**src/rtl/call_return_ctrl_if.sv**
```systemverilog
// call_return_ctrl_if
//   Bundles the instruction-side inputs and the stack/PC/W/INTCON-side
//   outputs of call_return_ctrl.
//
//   Handshake: en is a one-clock strobe, issued once per instruction cycle.
//   There is no ready signal. instr and pc are sampled only on a clock where
//   en=1. The controller reports its own occupancy on busy, and any en it
//   receives while busy is consumed (FLUSH) or ignored (ISSUE). Every output
//   strobe (stk_en, stk_push, stk_pop, pc_load, w_load, gie_set) is high for
//   exactly one clock and is accepted unconditionally by its receiver.
//
//   Optional macro CALL_RETURN_CTRL_DEPTH_EN adds depth, ovf and unf.
//
//   modports
//     master : driven by the instruction/PC block and the stack (testbench)
//     slave  : the controller itself
interface call_return_ctrl_if #(
  parameter int PC_W = 10
);
  logic            en;
  logic [13:0]     instr;
  logic [PC_W-1:0] pc;
  logic [PC_W-1:0] stk_top;
  logic            stk_en;
  logic            stk_push;
  logic            stk_pop;
  logic [PC_W-1:0] stk_data;
  logic            pc_load;
  logic [PC_W-1:0] pc_next;
  logic            w_load;
  logic [7:0]      w_data;
  logic            gie_set;
  logic            flush;
  logic            busy;
`ifdef CALL_RETURN_CTRL_DEPTH_EN
  logic [3:0]      depth;
  logic            ovf;
  logic            unf;

  modport master (
    output en, instr, pc, stk_top,
    input  stk_en, stk_push, stk_pop, stk_data, pc_load, pc_next,
           w_load, w_data, gie_set, flush, busy, depth, ovf, unf
  );
  modport slave (
    input  en, instr, pc, stk_top,
    output stk_en, stk_push, stk_pop, stk_data, pc_load, pc_next,
           w_load, w_data, gie_set, flush, busy, depth, ovf, unf
  );
`else
  modport master (
    output en, instr, pc, stk_top,
    input  stk_en, stk_push, stk_pop, stk_data, pc_load, pc_next,
           w_load, w_data, gie_set, flush, busy
  );
  modport slave (
    input  en, instr, pc, stk_top,
    output stk_en, stk_push, stk_pop, stk_data, pc_load, pc_next,
           w_load, w_data, gie_set, flush, busy
  );
`endif
endinterface

```
**src/rtl/call_return_ctrl.sv**
```systemverilog
// call_return_ctrl
//   Call/return sequencer for a PIC16F84-style core. Decodes CALL, GOTO,
//   RETURN, RETLW and RETFIE, drives the return-address stack push/pop,
//   loads the PC, and forces the second (NOP) instruction cycle.
//
//   Ports
//     clock     : system clock, rising edge
//     reset     : synchronous, active-low reset
//     bus       : call_return_ctrl_if.slave (instruction inputs, stack top,
//                 stack/PC/W/GIE strobes, flush, busy)
//     dbg_state : current FSM state (IDLE=0, ISSUE=1, FLUSH=2)
//
//   Macro CALL_RETURN_CTRL_DEPTH_EN adds a saturating depth counter with
//   sticky overflow/underflow flags (bus.depth, bus.ovf, bus.unf).
module call_return_ctrl #(
  parameter int PC_W  = 10,
  parameter int DEPTH = 8
) (
  input  logic                   clock,
  input  logic                   reset,
  call_return_ctrl_if.slave      bus,
  output logic [1:0]             dbg_state
);

  // The depth counter is 4 bits wide.
  if (DEPTH < 1 || DEPTH > 15) begin : g_bad_depth
    $error("call_return_ctrl: DEPTH must be in 1..15");
  end

  typedef enum logic [1:0] {
    IDLE  = 2'd0,
    ISSUE = 2'd1,
    FLUSH = 2'd2
  } state_t;

  state_t state;

  localparam logic [13:0] OP_RETURN = 14'h0008;
  localparam logic [13:0] OP_RETFIE = 14'h0009;

  logic is_call, is_goto, is_retlw, is_return, is_retfie, is_pop;

  always_comb begin
    is_call   = (bus.instr[13:11] == 3'b100);
    is_goto   = (bus.instr[13:11] == 3'b101);
    is_retlw  = (bus.instr[13:10] == 4'b1101);
    is_return = (bus.instr == OP_RETURN);
    is_retfie = (bus.instr == OP_RETFIE);
    is_pop    = is_retlw | is_return | is_retfie;
  end

  assign dbg_state = state;

  always_ff @(posedge clock) begin
    if (!reset) begin
      state        <= IDLE;
      bus.stk_en   <= 1'b0;
      bus.stk_push <= 1'b0;
      bus.stk_pop  <= 1'b0;
      bus.stk_data <= '0;
      bus.pc_load  <= 1'b0;
      bus.pc_next  <= '0;
      bus.w_load   <= 1'b0;
      bus.w_data   <= '0;
      bus.gie_set  <= 1'b0;
      bus.flush    <= 1'b0;
      bus.busy     <= 1'b0;
`ifdef CALL_RETURN_CTRL_DEPTH_EN
      bus.depth    <= '0;
      bus.ovf      <= 1'b0;
      bus.unf      <= 1'b0;
`endif
    end else begin
      // Strobes are high only in the clock following the decode edge.
      bus.stk_en   <= 1'b0;
      bus.stk_push <= 1'b0;
      bus.stk_pop  <= 1'b0;
      bus.pc_load  <= 1'b0;
      bus.w_load   <= 1'b0;
      bus.gie_set  <= 1'b0;

      case (state)
        IDLE: begin
          if (bus.en && (is_call || is_goto || is_pop)) begin
            state       <= ISSUE;
            bus.pc_load <= 1'b1;
            bus.flush   <= 1'b1;
            bus.busy    <= 1'b1;
            if (is_call) begin
              bus.stk_en   <= 1'b1;
              bus.stk_push <= 1'b1;
              // Return address wraps within PC_W bits.
              bus.stk_data <= bus.pc + PC_W'(1);
              bus.pc_next  <= bus.instr[PC_W-1:0];
`ifdef CALL_RETURN_CTRL_DEPTH_EN
              if (bus.depth == 4'(DEPTH)) bus.ovf <= 1'b1;
              else                        bus.depth <= bus.depth + 4'd1;
`endif
            end else if (is_goto) begin
              bus.pc_next <= bus.instr[PC_W-1:0];
            end else begin
              // stk_top is taken before the pop moves the stack.
              bus.stk_en  <= 1'b1;
              bus.stk_pop <= 1'b1;
              bus.pc_next <= bus.stk_top;
              if (is_retfie) bus.gie_set <= 1'b1;
              if (is_retlw) begin
                bus.w_load <= 1'b1;
                bus.w_data <= bus.instr[7:0];
              end
`ifdef CALL_RETURN_CTRL_DEPTH_EN
              if (bus.depth == 4'd0) bus.unf <= 1'b1;
              else                   bus.depth <= bus.depth - 4'd1;
`endif
            end
          end
        end

        ISSUE: begin
          // Any en seen here is ignored; the NOP cycle is the next en.
          state <= FLUSH;
        end

        FLUSH: begin
          if (bus.en) begin
            state     <= IDLE;
            bus.flush <= 1'b0;
            bus.busy  <= 1'b0;
          end
        end

        default: begin
          state     <= IDLE;
          bus.flush <= 1'b0;
          bus.busy  <= 1'b0;
        end
      endcase
    end
  end

endmodule

```
**src/flat_wrapper.sv**
```systemverilog
// flat-port wrapper written by rule: the top's interface ports become plain ports
module call_return_ctrl_flat 
#(
  parameter int PC_W  = 10,
  parameter int DEPTH = 8
)
  (clock, reset, dbg_state, bus_en, bus_instr, bus_pc, bus_stk_top, bus_stk_en, bus_stk_push, bus_stk_pop, bus_stk_data, bus_pc_load, bus_pc_next, bus_w_load, bus_w_data, bus_gie_set, bus_flush, bus_busy);
  call_return_ctrl_if #(.PC_W(PC_W)) bus_i ();
  input  logic clock;
  input  logic reset;
  output logic [1:0] dbg_state;
  input wire logic [$bits(bus_i.en)-1:0] bus_en;
  input wire logic [$bits(bus_i.instr)-1:0] bus_instr;
  input wire logic [$bits(bus_i.pc)-1:0] bus_pc;
  input wire logic [$bits(bus_i.stk_top)-1:0] bus_stk_top;
  output wire logic [$bits(bus_i.stk_en)-1:0] bus_stk_en;
  output wire logic [$bits(bus_i.stk_push)-1:0] bus_stk_push;
  output wire logic [$bits(bus_i.stk_pop)-1:0] bus_stk_pop;
  output wire logic [$bits(bus_i.stk_data)-1:0] bus_stk_data;
  output wire logic [$bits(bus_i.pc_load)-1:0] bus_pc_load;
  output wire logic [$bits(bus_i.pc_next)-1:0] bus_pc_next;
  output wire logic [$bits(bus_i.w_load)-1:0] bus_w_load;
  output wire logic [$bits(bus_i.w_data)-1:0] bus_w_data;
  output wire logic [$bits(bus_i.gie_set)-1:0] bus_gie_set;
  output wire logic [$bits(bus_i.flush)-1:0] bus_flush;
  output wire logic [$bits(bus_i.busy)-1:0] bus_busy;
  assign bus_i.en = bus_en;
  assign bus_i.instr = bus_instr;
  assign bus_i.pc = bus_pc;
  assign bus_i.stk_top = bus_stk_top;
  assign bus_stk_en = bus_i.stk_en;
  assign bus_stk_push = bus_i.stk_push;
  assign bus_stk_pop = bus_i.stk_pop;
  assign bus_stk_data = bus_i.stk_data;
  assign bus_pc_load = bus_i.pc_load;
  assign bus_pc_next = bus_i.pc_next;
  assign bus_w_load = bus_i.w_load;
  assign bus_w_data = bus_i.w_data;
  assign bus_gie_set = bus_i.gie_set;
  assign bus_flush = bus_i.flush;
  assign bus_busy = bus_i.busy;
  call_return_ctrl #(.PC_W(PC_W), .DEPTH(DEPTH)) u_core (.clock(clock), .reset(reset), .bus(bus_i), .dbg_state(dbg_state));
endmodule
```
**config.mk**
```make
export PLATFORM = sky130hd
export DESIGN_NAME = call_return_ctrl_flat
export DESIGN_NICKNAME = d
export VERILOG_FILES = /design/src/rtl/call_return_ctrl_if.sv /design/src/rtl/call_return_ctrl.sv /design/src/flat_wrapper.sv
export SDC_FILE = /design/constraint.sdc
export NUM_CORES = 1
export LEC_CHECK = 0
export ABC_AREA = 1
export CORE_ASPECT_RATIO = 1.1
export CORE_UTILIZATION = 45
export CTS_BUF_LIST = sky130_fd_sc_hd__clkbuf_4
export CTS_CLUSTER_DIAMETER = 80
export CTS_CLUSTER_SIZE = 16
export DETAILED_ROUTE_END_ITERATION = 10
export GPL_TIMING_DRIVEN = 0
export PLACE_DENSITY = 0.92
export SETUP_SLACK_MARGIN = 0.2
export SLEW_MARGIN = 30
export SYNTH_ARGS = -nofsm -noshare
export SYNTH_HDL_FRONTEND = slang
export SYNTH_SLANG_ARGS = --single-unit
```
**constraint.sdc**
```tcl
create_clock -name clock -period 1.77 [get_ports clock]
set_input_delay 0.531 -clock clock [delete_from_list [all_inputs] [get_ports clock]]
set_output_delay 0.531 -clock clock [all_outputs]
set_load 0.005 [all_outputs]
```
Word level (Yosys, flattened, before mapping)

Cells that the tools add are included.

$add $sub $neg: 1
Equality and inequality tests: 9
Mux-type cells: 14
Bitwise gates (word level): 8
Reduce and logical (&&, ||, !) cells: 13

Operators with widths:

| cell                    | number |
|---|---|
| $eq A14 B4 Y1 const B   | 2 |
| $mux W10                | 2 |
| $add A10 B1 Y10 const B | 1 |
| $reduce_and A3 Y1       | 3 |
| $mux W1                 | 8 |
| $eq A3 B3 Y1 const B    | 2 |
| $not A1 Y1              | 6 |
| $pmux W2 S3             | 1 |
| $reduce_and A2 Y1       | 3 |
| $reduce_and A5 Y1       | 1 |
| $reduce_or A5 Y1        | 1 |
| $eq A4 B4 Y1 const B    | 1 |
| $mux W2                 | 2 |
| $reduce_or A4 Y1        | 1 |
| $pmux W1 S3             | 1 |
| $eq A2 B1 Y1 const B    | 1 |
| $eq A2 B2 Y1 const B    | 1 |
| $logic_not A2 Y1        | 1 |
| $logic_or A1 B1 Y1      | 2 |
| $ne A2 B1 Y1 const B    | 1 |
| $ne A2 B2 Y1 const B    | 1 |
| $or A1 B1 Y1            | 2 |
| $logic_and A1 B1 Y1     | 1 |

Bits in registers: 37
Input bits: 37
Output and inout bits: 38

Depth between registers and ports, before layout

Gate-level depths: netlist of the first run.

Depth in word-level cells: 7
Gate-level depth with buffers: 11

Worst setup path before layout of the first run

No wires, ideal clock.

Path kind: input -> register
Start point: input port bus_instr[12]
End point: register u_core.bus.pc_next[3]
Arrival: 1.495 ns
Data required time: 1.654 ns
Path slack: 0.159 ns
Cell stages on the path: 10
Path through: inv_1 nand3_1 nand2_1 nor2_2 nand3_4 nand2_4 inv_2 buf_6 nor2_1 nor2_1

Cells in the longest elaborated chain, start to end: 6

RTL lines:

| what                                          | RTL line                                       | text |
|---|---|---|
| start, declared                               | flat_wrapper.sv:13                             | `input wire logic [$bits(bus_i.instr)-1:0] bus_instr;` |
| $eq A14 B4 Y1 or $eq A4 B4 Y1 (tied branches) | call_return_ctrl.sv:47, call_return_ctrl.sv:46 |  |
| $or A1 B1 Y1 (2 in a row)                     | call_return_ctrl.sv:49                         | `is_pop = is_retlw \| is_return \| is_retfie;` |
| $logic_or A1 B1 Y1                            | call_return_ctrl.sv:84                         | `if (bus.en && (is_call \|\| is_goto \|\| is_pop)) begin` |
| $logic_and A1 B1 Y1                           | call_return_ctrl.sv:84                         |  |
| $reduce_and A2 Y1 (no source line)            | -                                              |  |
| end signal, assigned                          | call_return_ctrl.sv:94                         | `bus.pc_next <= bus.instr[PC_W-1:0];` |
| end signal, assigned                          | call_return_ctrl.sv:100                        | `bus.pc_next <= bus.instr[PC_W-1:0];` |
| end signal, assigned                          | call_return_ctrl.sv:105                        | `bus.pc_next <= bus.stk_top;` |
| end, declared                                 | call_return_ctrl_if.sv:58                      | `output stk_en, stk_push, stk_pop, stk_data, pc_load, pc_next,` |

Several ways; a longest one is shown, not always the timed one.
A chain may end at the register's enable or synchronous reset.

Worst setup path after layout of the first run

Start point: register u_core.bus.flush
End point: output port bus_flush

RTL lines:

| what                   | RTL line                  | text |
|---|---|---|
| start, declared        | call_return_ctrl_if.sv:59 | `w_load, w_data, gie_set, flush, busy` |
| start signal, assigned | call_return_ctrl.sv:66    | `bus.flush <= 1'b0;` |
| start signal, assigned | call_return_ctrl.sv:87    | `bus.flush <= 1'b1;` |
| start signal, assigned | call_return_ctrl.sv:127   | `bus.flush <= 1'b0;` |
| end, declared          | flat_wrapper.sv:25        | `output wire logic [$bits(bus_i.flush)-1:0] bus_flush;` |

No word-level cell between the ends.

==> results of run 1 <==
## metrics by stage
stage	hold slack, ns	total power [mW]
global route	0.4636	1.747
CTS	0.4857	1.660
finish	0.4488	1.670
global placement	0.4617	1.231
detailed placement	0.4686	1.242
floorplan	0.4600	1.054
## per-layer routing
layer	share of wire, %	global-route usage, %	vias to the layer above	routed length, um
met5	0	0	-	0
met4	2.7	13.83	0	149
met3	7.1	6.290	17	395
met2	51	47.11	108	2854
met1	39	26.12	988	2155
li1	-	-	1096	-
## how the worst max path moves through the flow
stage,depth (start not counted),to,from,slack (ns)
6_report,3,bus_flush,u_core.bus.flush$_SDFFE_PN0P_,0.23
2_1_floorplan,10,u_core.bus.pc_next[3]$_SDFFE_PN0P_,bus_instr[12],0.16
3_5_place_dp,9,u_core.bus.w_data[0]$_SDFFE_PN0P_,bus_instr[13],-0.55
3_3_place_gp,11,u_core.bus.w_data[0]$_SDFFE_PN0P_,bus_instr[3],-0.50
5_1_grt,11,u_core.bus.w_data[2]$_SDFFE_PN0P_,bus_instr[8],0.20
4_1_cts,3,bus_flush,u_core.bus.flush$_SDFFE_PN0P_,0.14
## layout by cell type (no fill, tap or decap)
| cell type | instances |
|---|---|
| a21oi_1 | 1 |
| a21oi_2 | 1 |
| buf_12 | 2 |
| buf_2 | 1 |
| buf_4 | 13 |
| buf_6 | 7 |
| clkbuf_1 | 3 |
| clkbuf_2 | 12 |
| clkbuf_4 | 6 |
| clkdlybuf4s15_1 | 3 |
| clkdlybuf4s50_1 | 14 |
| clkinv_1 | 1 |
| dfxtp_1 | 10 |
| dfxtp_2 | 25 |
| dfxtp_4 | 2 |
| dlygate4sd2_1 | 41 |
| dlymetal6s2s_1 | 4 |
| ha_2 | 1 |
| inv_1 | 39 |
| inv_2 | 3 |
| nand2_1 | 66 |
| nand2_2 | 14 |
| nand2_4 | 1 |
| nand3_1 | 15 |
| nand3_2 | 1 |
| nand3_4 | 4 |
| nand4_1 | 11 |
| nor2_1 | 62 |
| nor2_2 | 6 |
| nor2_4 | 2 |
| nor3_1 | 1 |
| nor3_4 | 1 |
| nor3b_4 | 1 |
| o21ai_0 | 7 |
| o21ai_1 | 6 |
| xnor2_1 | 1 |
| xnor2_2 | 1 |
| xor2_1 | 2 |
## sequential cells by signal (all words and copies together), names as in the netlist
| signal | cells |
|---|---|
| u_core.bus.pc_load | 1 |
| u_core.bus.gie_set | 1 |
| u_core.bus.w_load | 1 |
| u_core.bus.stk_push | 1 |
| u_core.bus.stk_pop | 1 |
| u_core.bus.pc_next | 10 |
| u_core.bus.w_data | 8 |
| u_core.bus.stk_en | 1 |
| u_core.bus.flush | 1 |
| u_core.bus.stk_data | 10 |
| u_core.dbg_state | 2 |
## critical path, cell delays in order, from the launching register on
cell and delay [ns]:
dfxtp_2 0.34, buf_6 0.11, buf_4 0.12, buf_6 0.10
## final cells by class
cell class	instances	share of cell area, %
clock inverters	1	0.1267
multi-input cells	205	35.09
plain buffers	11	2.745
inverters	42	5.321
clock buffers	6	1.520
repair buffers	89	26.69
well taps	52	2.196
flip-flops and latches	37	26.31
## repair_timing
item | in CTS | in global routing
hold buffers | 0 | 0
resized for setup | 107 | 38
pin swaps | 16 | 18
gates cloned | 1 | 0
setup endpoints to repair | 74 | 34
setup buffers | 13 | 1
## cell usage after synthesis, drive strengths merged
cell    number
nand2       81
nor2        70
inv         42
dfxtp       37
nand3       20
o21ai       13
nand4       11
buf          6
clkbuf       5
a21oi        2
nor3         2
xnor2        2
xor2         2
ha           1
nor3b        1
## power by group through the flow
stage / registers [mW] / logic (mW) / clock network, mW
after floorplan: 0.894 / 0.160 / 0
after global placement: 0.891 / 0.340 / 0
after detailed placement: 0.893 / 0.349 / 0
after CTS: 0.873 / 0.356 / 0.431
after global routing: 0.877 / 0.399 / 0.471
final: 0.874 / 0.364 / 0.432
## cells by family after synthesis
logic type	count (synthesis)	share of synthesized area (%)
DFF	37	37.95
and+or+nand+nor	185	43.46
adders and majority gates	1	0.6409
AOI/OAI and AO/OA	15	4.038
buffers and inverters	53	12.12
xor gates and xnor gates	4	1.795
==> impl_metrics.py, run 1 <==
metrics = {
    "sta": {
        "min_period_ns": 1.537,
        "fin_tns_setup_ns": 0,
        "setup_violations": 0,
        "setup_slack_ns": 0.2326,
        "maxSlewViolCount": 0,
        "max_freq_ghz": 0.6504,
        "tightest_slew_ns": 0.4349,
        "slew_headroom_pct": 71.01,
        "rsz0062_at_grt": "yes",
        "finalClockSkew_ns": 0.004080,
        "hold_viol": 0,
        "finalCritPeriodShare_pct": 86.86,
    },
    "placed_design": {
        "hpwl_um": 3894,
        "place_ws_ns": -0.5503,
        "placed_cells": 421,
        "gp_congestion": 0.8333,
        "numPortBuffers": 74,
        "dpl_cell_area_sq_um": 2758,
    },
    "worst_hold_path": {
        "whs_endpoint": "u_core.bus.w_data[6]$_SDFFE_PN0P_",
        "hp-start": "bus_instr[6]",
        "min_delay_path_depth": 3,
        "hold_class": "in -> reg",
    },
    "pwr": {
        "p_leak_nw": 1.624,
        "seq_power_share_pct": 52.3,
        "power.density_nw_per_um2": 563.5,
        "p_sw_share_pct": 28.49,
        "vdd_drop_max_mv": 0.2366,
        "pwr-share-comb_pct": 21.8,
        "internal_power_mw": 1.194,
        "pwr-share-clk_pct": 25.9,
        "netSwitchingPower_uw": 475.6,
    },
    "setup_path": {
        "worst-r2r-cell-count": 7,
        "worstSetupStartpointType": "register",
        "required_ns": 1.24,
        "crit_arrival_ns": 1.01,
        "r2r-end": "u_core.bus.pc_next[3]$_SDFFE_PN0P_",
        "rr_startpoint": "u_core.dbg_state[0]$_SDFFE_PN0P_",
        "reg2reg_slack_ns": 0.33,
        "cp_max_fo": 2,
        "endpoint_kind": "primary output",
        "path_class": "reg -> out",
    },
    "logic_synthesis": {
        "syn_nets": 333,
        "postSynthAreaPerCell_sq_um": 6.617,
        "synth_area_leaders": "dfxtp_1 38%, nand2_1 14%, nor2_1 13%",
        "syn_area_sq_um": 1952,
        "synthCells": 295,
        "synth_top_cell_area_share_pct": 37.95,
        "yosysTopAreaCell": "dfxtp_1",
        "ys_seq_area_share_pct": 37.95,
        "yosysWarnings": 0,
        "synth_seq_cells": 37,
        "synth_cell_types": 25,
    },
    "clock_network": {
        "cts_sinks": 37,
        "clk-insertion-delay-late_ns": 0.35,
        "numCtsBuffers": 5,
        "clock_path_buffers": 2,
        "cts_tree": "done",
        "cts_max_level": 2,
        "cts-root-buf": "clkbuf_4",
        "clkTransAtPathRegs_ns": 0.10,
    },
    "grt": {
        "grt_usage_pct": 25.64,
        "grt_max_degree": 11,
        "grt_pass1_wl_um": 9059,
        "antenna_found_initial": 0,
        "first_global_vias": 2131,
        "grt-ovfl-total": 0,
    },
    "finish": {
        "fin_cells": 443,
        "n_fill_cell": 316,
        "area_growth_pct": 51.79,
        "fin_nets": 429,
        "n_antenna_cell": 0,
        "multi_input_area_sq_um": 1040,
        "postLayoutCellArea_sq_um": 2963,
        "drive_gt1_share_pct": 26.60,
        "final_util_pct": 73.09,
        "seq_area_sq_um": 779.5,
    },
    "die": {
        "rows": 24,
        "die_x_um": 64.80,
        "die_y_um": 71.08,
        "fp.coreArea_sq_um": 4054,
        "ios": 75,
        "start_util_pct": 48.15,
        "dieArea_sq_um": 4605,
    },
    "run_status": {
        "outcome": "finished clean",
    },
    "route": {
        "wl_um": 5554,
        "drc": 0,
        "avgRoutedWirePerCell_um": 12.54,
        "firstDrtPassIters": 4,
        "first_iter_violations": 275,
        "ant_nets": 0,
        "vias": 2209,
        "drt-vias-per-instance": 4.986,
    },
    "job": {
        "cap_violations": 0,
    },
}
Power figures use the tool's default switching activity.
==> run 2: changes to the inputs <==
Settings changed: CTS_CLUSTER_SIZE 16 to unset.
==> results of run 2 <==
No change in the layout: final DEF, timing and power equal those of run 1.
